==> src/rtl/reg_bank_responder.sv <==
`default_nettype none
// ============================================================================
// Module      : reg_bank_responder
// Description : Request/response register bank with configurable response
//               latency, valid/ready on both channels and range-error flagging.
// Revision    : 1.0 - initial release
// ============================================================================
module reg_bank_responder #(
    parameter int ADDR_W     = 4,
    parameter int DATA_W     = 4,
    parameter int DEPTH      = 16,
    parameter int RESP_LAT   = 1,
    parameter int RESET_DATA = 5
) (
    input  logic              clock,
    input  logic              reset,
    input  logic              req_valid,
    output logic              req_ready,
    input  logic              req_write,
    input  logic [ADDR_W-1:0] req_addr,
    input  logic [DATA_W-1:0] req_wdata,
    output logic              resp_valid,
    input  logic              resp_ready,
    output logic [DATA_W-1:0] resp_rdata,
    output logic              resp_err
);

    localparam int                 c_entries    = 1 << ADDR_W;
    localparam int                 c_cnt_w      = (RESP_LAT > 0) ? $clog2(RESP_LAT + 1) : 1;
    localparam logic [c_cnt_w-1:0] c_lat_load   = c_cnt_w'((RESP_LAT > 0) ? RESP_LAT - 1 : 0);
    localparam logic [DATA_W-1:0]  c_reset_data = DATA_W'(RESET_DATA);
    localparam logic [ADDR_W:0]    c_depth      = (ADDR_W + 1)'(DEPTH);

    localparam logic [1:0] c_st_idle = 2'd0;
    localparam logic [1:0] c_st_wait = 2'd1;
    localparam logic [1:0] c_st_resp = 2'd2;

    logic [1:0]         r_state;
    logic [c_cnt_w-1:0] r_cnt;
    logic               r_resp_valid;
    logic [DATA_W-1:0]  r_resp_rdata;
    logic               r_resp_err;
    logic [DATA_W-1:0]  r_mem [0:c_entries-1];

    logic w_in_range;
    logic w_accept;

    assign w_in_range = ({1'b0, req_addr} < c_depth);
    // Ready depends only on state and resp_ready so a new request can ride the
    // same edge as the outgoing response handshake.
    assign req_ready  = (r_state == c_st_idle) || ((r_state == c_st_resp) && resp_ready);
    assign w_accept   = req_valid && req_ready;

    assign resp_valid = r_resp_valid;
    assign resp_rdata = r_resp_rdata;
    assign resp_err   = r_resp_err;

    always_ff @(posedge clock) begin
        if (reset) begin
            r_state      <= c_st_idle;
            r_cnt        <= '0;
            r_resp_valid <= 1'b0;
            r_resp_rdata <= '0;
            r_resp_err   <= 1'b0;
            for (int i = 0; i < c_entries; i++) begin
                r_mem[i] <= c_reset_data;
            end
        end else if (w_accept) begin
            if (req_write && w_in_range) begin
                r_mem[req_addr] <= req_wdata;
            end
            r_resp_rdata <= (!req_write && w_in_range) ? r_mem[req_addr] : '0;
            r_resp_err   <= !w_in_range;
            if (RESP_LAT > 0) begin
                r_state      <= c_st_wait;
                r_cnt        <= c_lat_load;
                r_resp_valid <= 1'b0;
            end else begin
                r_state      <= c_st_resp;
                r_resp_valid <= 1'b1;
            end
        end else begin
            case (r_state)
                c_st_wait: begin
                    if (r_cnt == '0) begin
                        r_state      <= c_st_resp;
                        r_resp_valid <= 1'b1;
                    end else begin
                        r_cnt <= r_cnt - 1'b1;
                    end
                end
                c_st_resp: begin
                    if (resp_ready) begin
                        r_state      <= c_st_idle;
                        r_resp_valid <= 1'b0;
                    end
                end
                c_st_idle: begin
                    r_state <= c_st_idle;
                end
                default: begin
                    r_state      <= c_st_idle;
                    r_resp_valid <= 1'b0;
                end
            endcase
        end
    end

endmodule
`default_nettype wire

==> config.mk <==
export PLATFORM = sky130hd
export DESIGN_NAME = reg_bank_responder
export DESIGN_NICKNAME = d
export VERILOG_FILES = /design/src/rtl/reg_bank_responder.sv
export SDC_FILE = /design/constraint.sdc
export NUM_CORES = 1
export LEC_CHECK = 0
export BUFFER_PORTS_ARGS = -buffer_cell sky130_fd_sc_hd__buf_2
export CAP_MARGIN = 25
export CORE_MARGIN = 10
export CORE_UTILIZATION = 55
export DETAILED_ROUTE_END_ITERATION = 7
export GPL_ROUTABILITY_DRIVEN = 0
export PLACE_DENSITY = 0.73
export SYNTH_ARGS = -nofsm -noshare
export SYNTH_HDL_FRONTEND = slang
export SYNTH_SLANG_ARGS = --single-unit
export TNS_END_PERCENT = 20
==> constraint.sdc <==
create_clock -name clock -period 4.2 [get_ports clock]
set_input_delay 0.42 -clock clock [delete_from_list [all_inputs] [get_ports clock]]
set_output_delay 0.42 -clock clock [all_outputs]
set_load 0.005 [all_outputs]
==> flow_summary_export.csv, run 1 <==
group,metric,value,unit
outcome,status,"finished, final reports clean",
finish,nFillCells,437,
sta,finalSetupViolCount,0,
sta,tightest_slew,0.822,ns
sta,final-max-slew-violation-count,0,
sta,finalCritPeriodShare,0.563,
floorplanning,die_area,0.00984,mm²
clocking,cts_resized,0,
finish,layout-drive-gt1-share,0.193,
detailed_routing,ant_nets,0,
logic_synthesis,synth_commonest_cells,"edfxtp_1, and3_1, clkbuf_1, nand3b_1, or3_1",
setup_path,crit_path_end_kind,"register",
logic_synthesis,synth_area_leader_cell,"edfxtp_1",
setup_path,r2r_slack,2.11,ns
global_route,antenna_found_initial,0,
run,drv_cap,0,
finish,stdcell_count,319,
floorplanning,start_util,0.576,
clocking,clkLatencyLatePin,0.36,ns
detailed_routing,avgViaCountPerCell,6.50,
logic_synthesis,synth_fp_nets,244,
clocking,root_buffer,"clkbuf_8",
floorplanning,core_area,0.00599,mm²
sta,fin_tns_setup,0,ns
clocking,cts_hold_buffers,0,
clocking,cts.clk_slew.worst_paths,0.07,ns
detailed_routing,dr.pass1.iters,4,
logic_synthesis,synth_seq_area_share,0.598,
placement,place_inst,303,
global_route,grt_pass1_wl,11500,µm
logic_synthesis,async_flop_share,0,
placement,place_hpwl,5020,µm
clocking,htreeDepth,3,
logic_synthesis,post-synth-top-count-cell,"edfxtp_1",
logic_synthesis,yosysUniqueCellTypes,34,
floorplanning,io_pins,20,
global_route,grt_use_total,0.152,
clocking,post_cts_buffers,0,
logic_synthesis,synthTopCellsByArea,"edfxtp_1, mux4_1, mux4_2",
setup_path,critPathArrivalTime,2.37,ns
hold_path,hold_path_class,"input pin to register",
logic_synthesis,synthCells,231,
setup_path,path_class,"input pin to register",
sta,clock_skew,0.0125,ns
sta,finalHoldViolations,0,
logic_synthesis,synth_edf_count,64,
clocking,cts_sinks,71,
pwr,peakVddDrop,0.000229,V
global_route,grt_pass1_vias,2084,
sta,slew-limit-headroom,0.447,
detailed_routing,drc,0,
logic_synthesis,yosysTopAreaCellShare,0.557,
clocking,cts_tree,"done",
sta,period_minus_slack,2.36,ns
finish,multi_input_area,0.00126,mm²
logic_synthesis,ys_ff_latch,71,
setup_path,critical_path.max_fanout,20,
floorplanning,fp.dieW,99.2,µm
setup_path,startpoint_type,"input pin",
pwr,p_leak,0.00130,µW
clocking,cts_buffers,9,
sta,hold_slack,0.394,ns
finish,diodes,0,
global_route,gr-total-overflow,0,
logic_synthesis,syn-cell-area,0.00345,mm²
logic_synthesis,avgSynthCellArea,14.9,µm²
clocking,clock_path_buffers,2,
finish,syn_to_final_growth,7.80,%
placement,io_buffers,18,
floorplanning,row_count,28,
global_route,grt_max_degree,23,
detailed_routing,wl_per_cell,22.7,µm
finish,regArea,0.00206,mm²
logic_synthesis,synthFlopType,"edfxtp_1",
setup_path,crit_required,4.21,ns
detailed_routing,wl,7260,µm
sta,max_clock_freq,423,MHz
pwr,power_density,380,mW/mm²
sta,rsz0062_at_grt,"false",
floorplanning,die_h,99.2,µm
detailed_routing,initialDrtViolationCount,209,
detailed_routing,vias,2073,
finish,fin_nets,252,
logic_synthesis,synth.yosys.warnings,0,
-- metrics by stage --
stage                     instance area (µm²)  total power [µW]  utilization  worst slack [ns]
after floorplan                          3450               880            -              2.16
after global placement                   3540               910        0.590              1.53
after detailed placement                 3540               913        0.590              1.50
after CTS                                3720              1420        0.621              1.87
after global routing                     3720              1450        0.621              1.60
final                                    3720              1410        0.621              1.84
-- kinds of logic after synthesis --
logic type / share of synthesized area
buf+inv: 0.0377
mux: 0.144
flops: 0.598
other cells: 0.00109
compound gates: 0.0512
simple gates: 0.168
-- cell usage in the layout (no fill, tap or decap), types with 5 or more instances in the layout --
| master | instances |
|---|---|
| mux4_1 | 10 |
| edfxtp_1 | 64 |
| nor2_1 | 5 |
| mux4_2 | 10 |
| buf_2 | 18 |
| and3_1 | 32 |
| dfxtp_1 | 7 |
| o21bai_1 | 12 |
| clkbuf_8 | 9 |
| nand3b_1 | 17 |
| or3_1 | 16 |
-- registers in the layout, summed over array words and instances, names as in the netlist --
signal      count
r_mem          64
resp_rdata      4
resp_valid      1
r_state         2
-- report_power, final --
part | leakage [µW] | switching [µW] | internal (µW)
registers | 0.000622 | 7.69 | 784
clock network | 0.0000968 | 247 | 270
logic | 0.000577 | 64.7 | 40.2
-- area by class of cell --
cell class	count	share of cell area
clock buffer	11	0.0353
clock inverter	5	0.0135
inverter	1	0.00101
multi-input combinational	134	0.338
sequential	71	0.555
tap	75	0.0252
timing repair buffer	22	0.0323
-- layer usage --
layer	GRT usage	part of all wire	vias up
met5	0	0	-
met4	0.0772	0.023	0
met3	0.0311	0.073	18
met2	0.238	0.49	95
met1	0.195	0.41	1024
li1	-	-	936
-- path summary, 6_finish.rpt --
check / startpoint / to / cells past startpoint
max: req_addr[3] / r_mem[9][2] / 4
min: resp_ready / resp_valid / 3
max reg2reg: r_state[1] / r_mem[15][2] / 4
min reg2reg: resp_rdata[2] / resp_rdata[2] / 1
-- critical path, cell delays in order --
cell,delay [ns]
buf_2,0.36
nor2b_1,0.65
nand4_1,0.43
o21bai_1,0.51
No activity file was read; power rests on OpenSTA's default activity.
==> run 2, diff against run 1 <==
==> constraint.sdc (replaced) <==
create_clock -name clock -period 2.2 [get_ports clock]
set_input_delay 0.22 -clock clock [delete_from_list [all_inputs] [get_ports clock]]
set_output_delay 0.22 -clock clock [all_outputs]
set_load 0.005 [all_outputs]
==> run 2 against run 1 <==
Net effect:
- die area is the same
- clock power increased by 83%
- largest power group unchanged
- power rose by 89%
- flip-flop and latch count unchanged
- final area grew 1.8%
- worst setup slack worse by 1.4 ns
- non-clock buffer count grew 9
- sequential power up 91%
- via count rose by 3.7%
==> flow_summary_export.csv, run 2 (synthesis results as in run 1) <==
group,metric,value,unit
floorplanning,row_count,28,
global_route,grt_pass1_wl,11900,µm
pwr,power_density,705,mW/mm²
clocking,cts_sinks,71,
placement,dpl_worst_slack,0.0890,ns
clocking,htreeDepth,3,
global_route,gr-total-overflow,0,
global_route,antenna_found_initial,0,
finish,nFillCells,445,
setup_path,path_class,"register to register",
detailed_routing,avgViaCountPerCell,6.55,
placement,place_inst,312,
finish,fin_nets,261,
setup_path,cpLargestDelayFamily,"compound AO/OA/AOI/OAI gates",
clocking,cts_resized,0,
detailed_routing,drc,0,
setup_path,crit_buf_inv,1,
run,drv_cap,0,
clocking,root_buffer,"clkbuf_8",
detailed_routing,wl,7410,µm
setup_path,crit_path_end_kind,"register",
detailed_routing,wl_per_cell,22.6,µm
setup_path,crit_required,2.19,ns
sta,finalHoldViolations,0,
detailed_routing,initialDrtViolationCount,213,
outcome,status,"finished, final reports clean",
placement,place_hpwl,5190,µm
setup_path,startpoint_type,"register",
sta,worst_slack,0.423,ns
pwr,peakVddDrop,0.000309,V
finish,layout-drive-gt1-share,0.213,
global_route,grt_use_total,0.158,
detailed_routing,ant_nets,0,
setup_path,slowest_delay,0.51,ns
floorplanning,die_h,99.2,µm
setup_path,critPathArrivalTime,1.76,ns
setup_path,critical_path.max_fanout,11,
clocking,cts_buffers,9,
floorplanning,die_area,0.00984,mm²
finish,final_common_cell,"edfxtp_1",
sta,rsz0062_at_grt,"false",
finish,diodes,0,
floorplanning,start_util,0.576,
finish,multi_input_area,0.00126,mm²
global_route,grt_max_degree,21,
sta,finalCritPeriodShare,0.808,
finish,syn_to_final_growth,9.72,%
sta,tightest_slew,0.701,ns
sta,period_minus_slack,1.78,ns
finish,stdcell_count,328,
clocking,clock_path_buffers,2,
finish,mostFrequentLayoutCells,"edfxtp_1, and3_1, buf_2, nand3b_1, or3_1",
pwr,power,2670,µW
sta,final-max-slew-violation-count,0,
pwr,p_leak,0.00133,µW
clocking,cts_hold_buffers,0,
clocking,cts_tree,"done",
sta,clock_skew,0.00856,ns
finish,regArea,0.00206,mm²
floorplanning,core_area,0.00599,mm²
sta,finalSetupViolCount,0,
sta,slew-limit-headroom,0.530,
clocking,clkLatencyLatePin,0.34,ns
finish,max_flop_register,"r_mem",
setup_path,cp_slowest_cell,"o21bai_1",
clocking,post_cts_buffers,0,
hold_path,hold_path_class,"input pin to register",
finish,largest_register_ffs,64,
sta,max_clock_freq,563,MHz
clocking,cts.clk_slew.worst_paths,0.07,ns
setup_path,crit_chain,"inv_1 -> nand4_1 -> o21bai_1",
detailed_routing,dr.pass1.iters,7,
placement,io_buffers,18,
finish,fin_util,0.632,
detailed_routing,vias,2149,
sta,fin_tns_setup,0,ns
floorplanning,io_pins,20,
floorplanning,fp.dieW,99.2,µm
global_route,grt_pass1_vias,2106,
==> run 2: worst paths after layout <==
kind,slack (ns),cells past startpoint,end,start
min reg2reg,0.48,1,resp_rdata[3],resp_rdata[3]
max,0.42,3,r_mem[9][3],r_state[0]
min,0.19,2,r_state[0],req_valid
max reg2reg,0.42,3,r_mem[9][3],r_state[0]
==> run 2: per-layer routing <==
metal | track usage | part of all wire
met1 | 0.213 | 0.40
met2 | 0.223 | 0.47
met4 | 0.0761 | 0.018
met3 | 0.0505 | 0.11
met5 | 0 | 0
==> run 2: final cells by class <==
class                   instances  area share
repair buffers                 31      0.0496
inverters                       1    0.000992
multi-input cells             134       0.332
clock buffers                  16      0.0476
flip-flops and latches         71       0.545
well taps                      75      0.0248
==> run 2: power by group <==
part / total, µW / leakage [µW] / internal, µW / switching, µW
clock network: 944 / 0.0000910 / 505 / 439
registers: 1510 / 0.000622 / 1500 / 14.2
logic: 214 / 0.000622 / 86.2 / 128
==> run 2: stage by stage <==
step	instance area (µm²)	hold slack, ns
after floorplan	3450	0.392
after global placement	3600	0.462
after detailed placement	3600	0.469
after CTS	3780	0.176
after global routing	3780	0.192
final	3780	0.188
==> run 3, diff against run 2 <==
--- a/config.mk
+++ b/config.mk
@@ -5,13 +5,14 @@
 export SDC_FILE = /design/constraint.sdc
 export NUM_CORES = 1
 export LEC_CHECK = 0
+export ABC_AREA = 1
 export BUFFER_PORTS_ARGS = -buffer_cell sky130_fd_sc_hd__buf_2
 export CAP_MARGIN = 25
 export CORE_MARGIN = 10
 export CORE_UTILIZATION = 55
 export DETAILED_ROUTE_END_ITERATION = 7
 export GPL_ROUTABILITY_DRIVEN = 0
-export PLACE_DENSITY = 0.73
+export PLACE_DENSITY = 0.76
 export SYNTH_ARGS = -nofsm -noshare
 export SYNTH_HDL_FRONTEND = slang
 export SYNTH_SLANG_ARGS = --single-unit
==> constraint.sdc (replaced) <==
create_clock -name clock -period 1.54 [get_ports clock]
set_input_delay 0.154 -clock clock [delete_from_list [all_inputs] [get_ports clock]]
set_output_delay 0.154 -clock clock [all_outputs]
set_load 0.005 [all_outputs]
==> run 3 against run 2 <==
Net effect:
- via count increased by 36%
- clock skew decreased by 0.0045 ns
- critical path type unchanged
- clock power up 65%
==> flow_summary_export.csv, run 3 <==
group,metric,value,unit
outcome,status,"finished, final reports clean",
sta,finalHoldViolations,0,
setup_path,crit_path_end_kind,"register",
floorplanning,fp.dieW,99.8,µm
logic_synthesis,yosysTopAreaCellShare,0.548,
clocking,cts_buffers,9,
pwr,peakVddDrop,0.000758,V
clocking,root_buffer,"clkbuf_8",
finish,mostFrequentLayoutCells,"nand2_1, edfxtp_1, nor2_1, buf_4, buf_2",
clocking,clock_path_buffers,2,
clocking,cts.clk_slew.worst_paths,0.07,ns
logic_synthesis,synthCells,427,
detailed_routing,avgViaCountPerCell,5.28,
detailed_routing,drc,0,
logic_synthesis,synthFlopType,"edfxtp_1",
floorplanning,row_count,29,
hold_path,min_path_cells,4,
placement,io_buffers,18,
floorplanning,io_pins,20,
clocking,cts_tree,"done",
global_route,grt_max_degree,25,
detailed_routing,initialDrtViolationCount,204,
hold_path,hold_path_class,"input pin to register",
logic_synthesis,async_flop_share,0,
clocking,cts_sinks,71,
setup_path,startpoint_type,"register",
logic_synthesis,ys_ff_latch,71,
global_route,antenna_found_initial,0,
logic_synthesis,synth_commonest_cells,"nand2_1, edfxtp_1, nor2_1, inv_1, dfxtp_1",
setup_path,r2r_cells,9,
logic_synthesis,synthTopCellsByArea,"edfxtp_1, nand2_1, nor2_1",
setup_path,critPathArrivalTime,1.51,ns
logic_synthesis,synth_fp_nets,440,
floorplanning,core_area,0.00628,mm²
detailed_routing,wl,8510,µm
setup_path,crit_required,1.59,ns
sta,worst_slack,0.0742,ns
global_route,grt_pass1_wl,13800,µm
finish,multi_input_area,0.00139,mm²
logic_synthesis,yosysUniqueCellTypes,22,
clocking,htreeDepth,3,
run,drv_cap,0,
pwr,p_leak,0.00187,µW
placement,place_inst,537,
sta,hold_slack,0.109,ns
logic_synthesis,syn-cell-area,0.00351,mm²
detailed_routing,wl_per_cell,15.3,µm
floorplanning,die_area,0.00997,mm²
global_route,gr-total-overflow,0,
sta,finalSetupViolCount,0,
placement,place_hpwl,5820,µm
pwr,power_density,983,mW/mm²
sta,period_minus_slack,1.47,ns
finish,regArea,0.00206,mm²
logic_synthesis,synth_edf_count,64,
global_route,grt_use_total,0.176,
finish,final_common_cell,"nand2_1",
detailed_routing,dr.pass1.iters,5,
finish,fin_nets,486,
finish,largest_register_ffs,64,
setup_path,path_class,"register to register",
finish,syn_to_final_growth,19.7,%
logic_synthesis,avgSynthCellArea,8.21,µm²
sta,final-max-slew-violation-count,0,
global_route,grt_pass1_vias,2919,
sta,max_clock_freq,682,MHz
clocking,clkLatencyLatePin,0.34,ns
sta,finalCritPeriodShare,0.952,
floorplanning,die_h,99.8,µm
sta,clock_skew,0.00403,ns
logic_synthesis,synth.yosys.warnings,0,
finish,nFillCells,510,
placement,dpl_worst_slack,-0.0181,ns
floorplanning,start_util,0.559,
logic_synthesis,synth_area_leader_cell,"edfxtp_1",
sta,rsz0062_at_grt,"true",
detailed_routing,vias,2931,
logic_synthesis,synth_seq_area_share,0.588,
setup_path,critical_path.max_fanout,4,
finish,max_flop_register,"r_mem",
finish,stdcell_count,555,
finish,layout-drive-gt1-share,0.241,
logic_synthesis,post-synth-top-count-cell,"nand2_1",
detailed_routing,ant_nets,0,
finish,diodes,0,
==> run 3: worst paths after layout <==
| check | start | slack, ns | to |
|---|---|---|---|
| min reg2reg | resp_rdata[2] | 0.46 | resp_rdata[2] |
| max reg2reg | r_state[1] | 0.07 | r_mem[6][2] |
| min | resp_ready | 0.11 | resp_valid |
| max | r_state[1] | 0.07 | r_mem[6][2] |
==> run 3: layer usage <==
metal / global-route usage / vias to the layer above / wire length, µm
li1: - / 1427 / -
met2: 0.300 / 109 / 4420
met1: 0.206 / 1375 / 3320
met3: 0.0275 / 20 / 535
met5: 0 / - / 0
met4: 0.101 / 0 / 240
==> run 3: per-stage QoR <==
step            util  setup TNS, ns  instance area [µm²]  total power (µW)
2_1_floorplan      -              0                 3510              2430
3_3_place_gp   0.613              0                 3850              2570
3_5_place_dp   0.613        -0.0996                 3850              2580
4_1_cts        0.648              0                 4070              4110
5_1_grt        0.669         -0.153                 4200              4270
6_report       0.669              0                 4200              4120
==> run 3: worst max-delay path: stages, from the launching register on <==
cell      delay (ns)
dfxtp_2         0.33
inv_1           0.06
o21ai_2         0.05
clkinv_2        0.07
nand3_4         0.09
nor2_8          0.18
nand2_4         0.07
inv_4           0.09
nand2_1         0.09
nand2_2         0.14
==> run 3: cells by family (layout without fill, tap and decap cells) <==
logic type	Yosys count	after routing	share of synthesized area
compound gates	6	6	0.00856
buf+inv	37	88	0.0482
simple gates	312	312	0.354
flops	71	71	0.588
other cells	1	1	0.00107
==> run 3: timing repair <==
item                                   CTS  global route
hold buffers                             0             0
endpoints found under the hold margin    0             0
setup endpoints to repair               20            85
pin swaps                                0             4
buffers inserted                         0             2
gates resized for setup                  4            39
==> run 3: power by group <==
part / switching [µW] / leakage (µW) / internal [µW]
sequential: 15.2 / 0.000622 / 2140
combinational: 287 / 0.00115 / 129
clock: 648 / 0.000104 / 909
==> run 3: layout make-up <==
| cell class | count | share of cell area |
|---|---|---|
| clock buffers | 12 | 0.0322 |
| clock inverters | 4 | 0.0167 |
| inverters | 21 | 0.0215 |
| multi-input cells | 319 | 0.332 |
| flip-flops and latches | 71 | 0.492 |
| well taps | 77 | 0.0230 |
| repair buffers | 51 | 0.0835 |
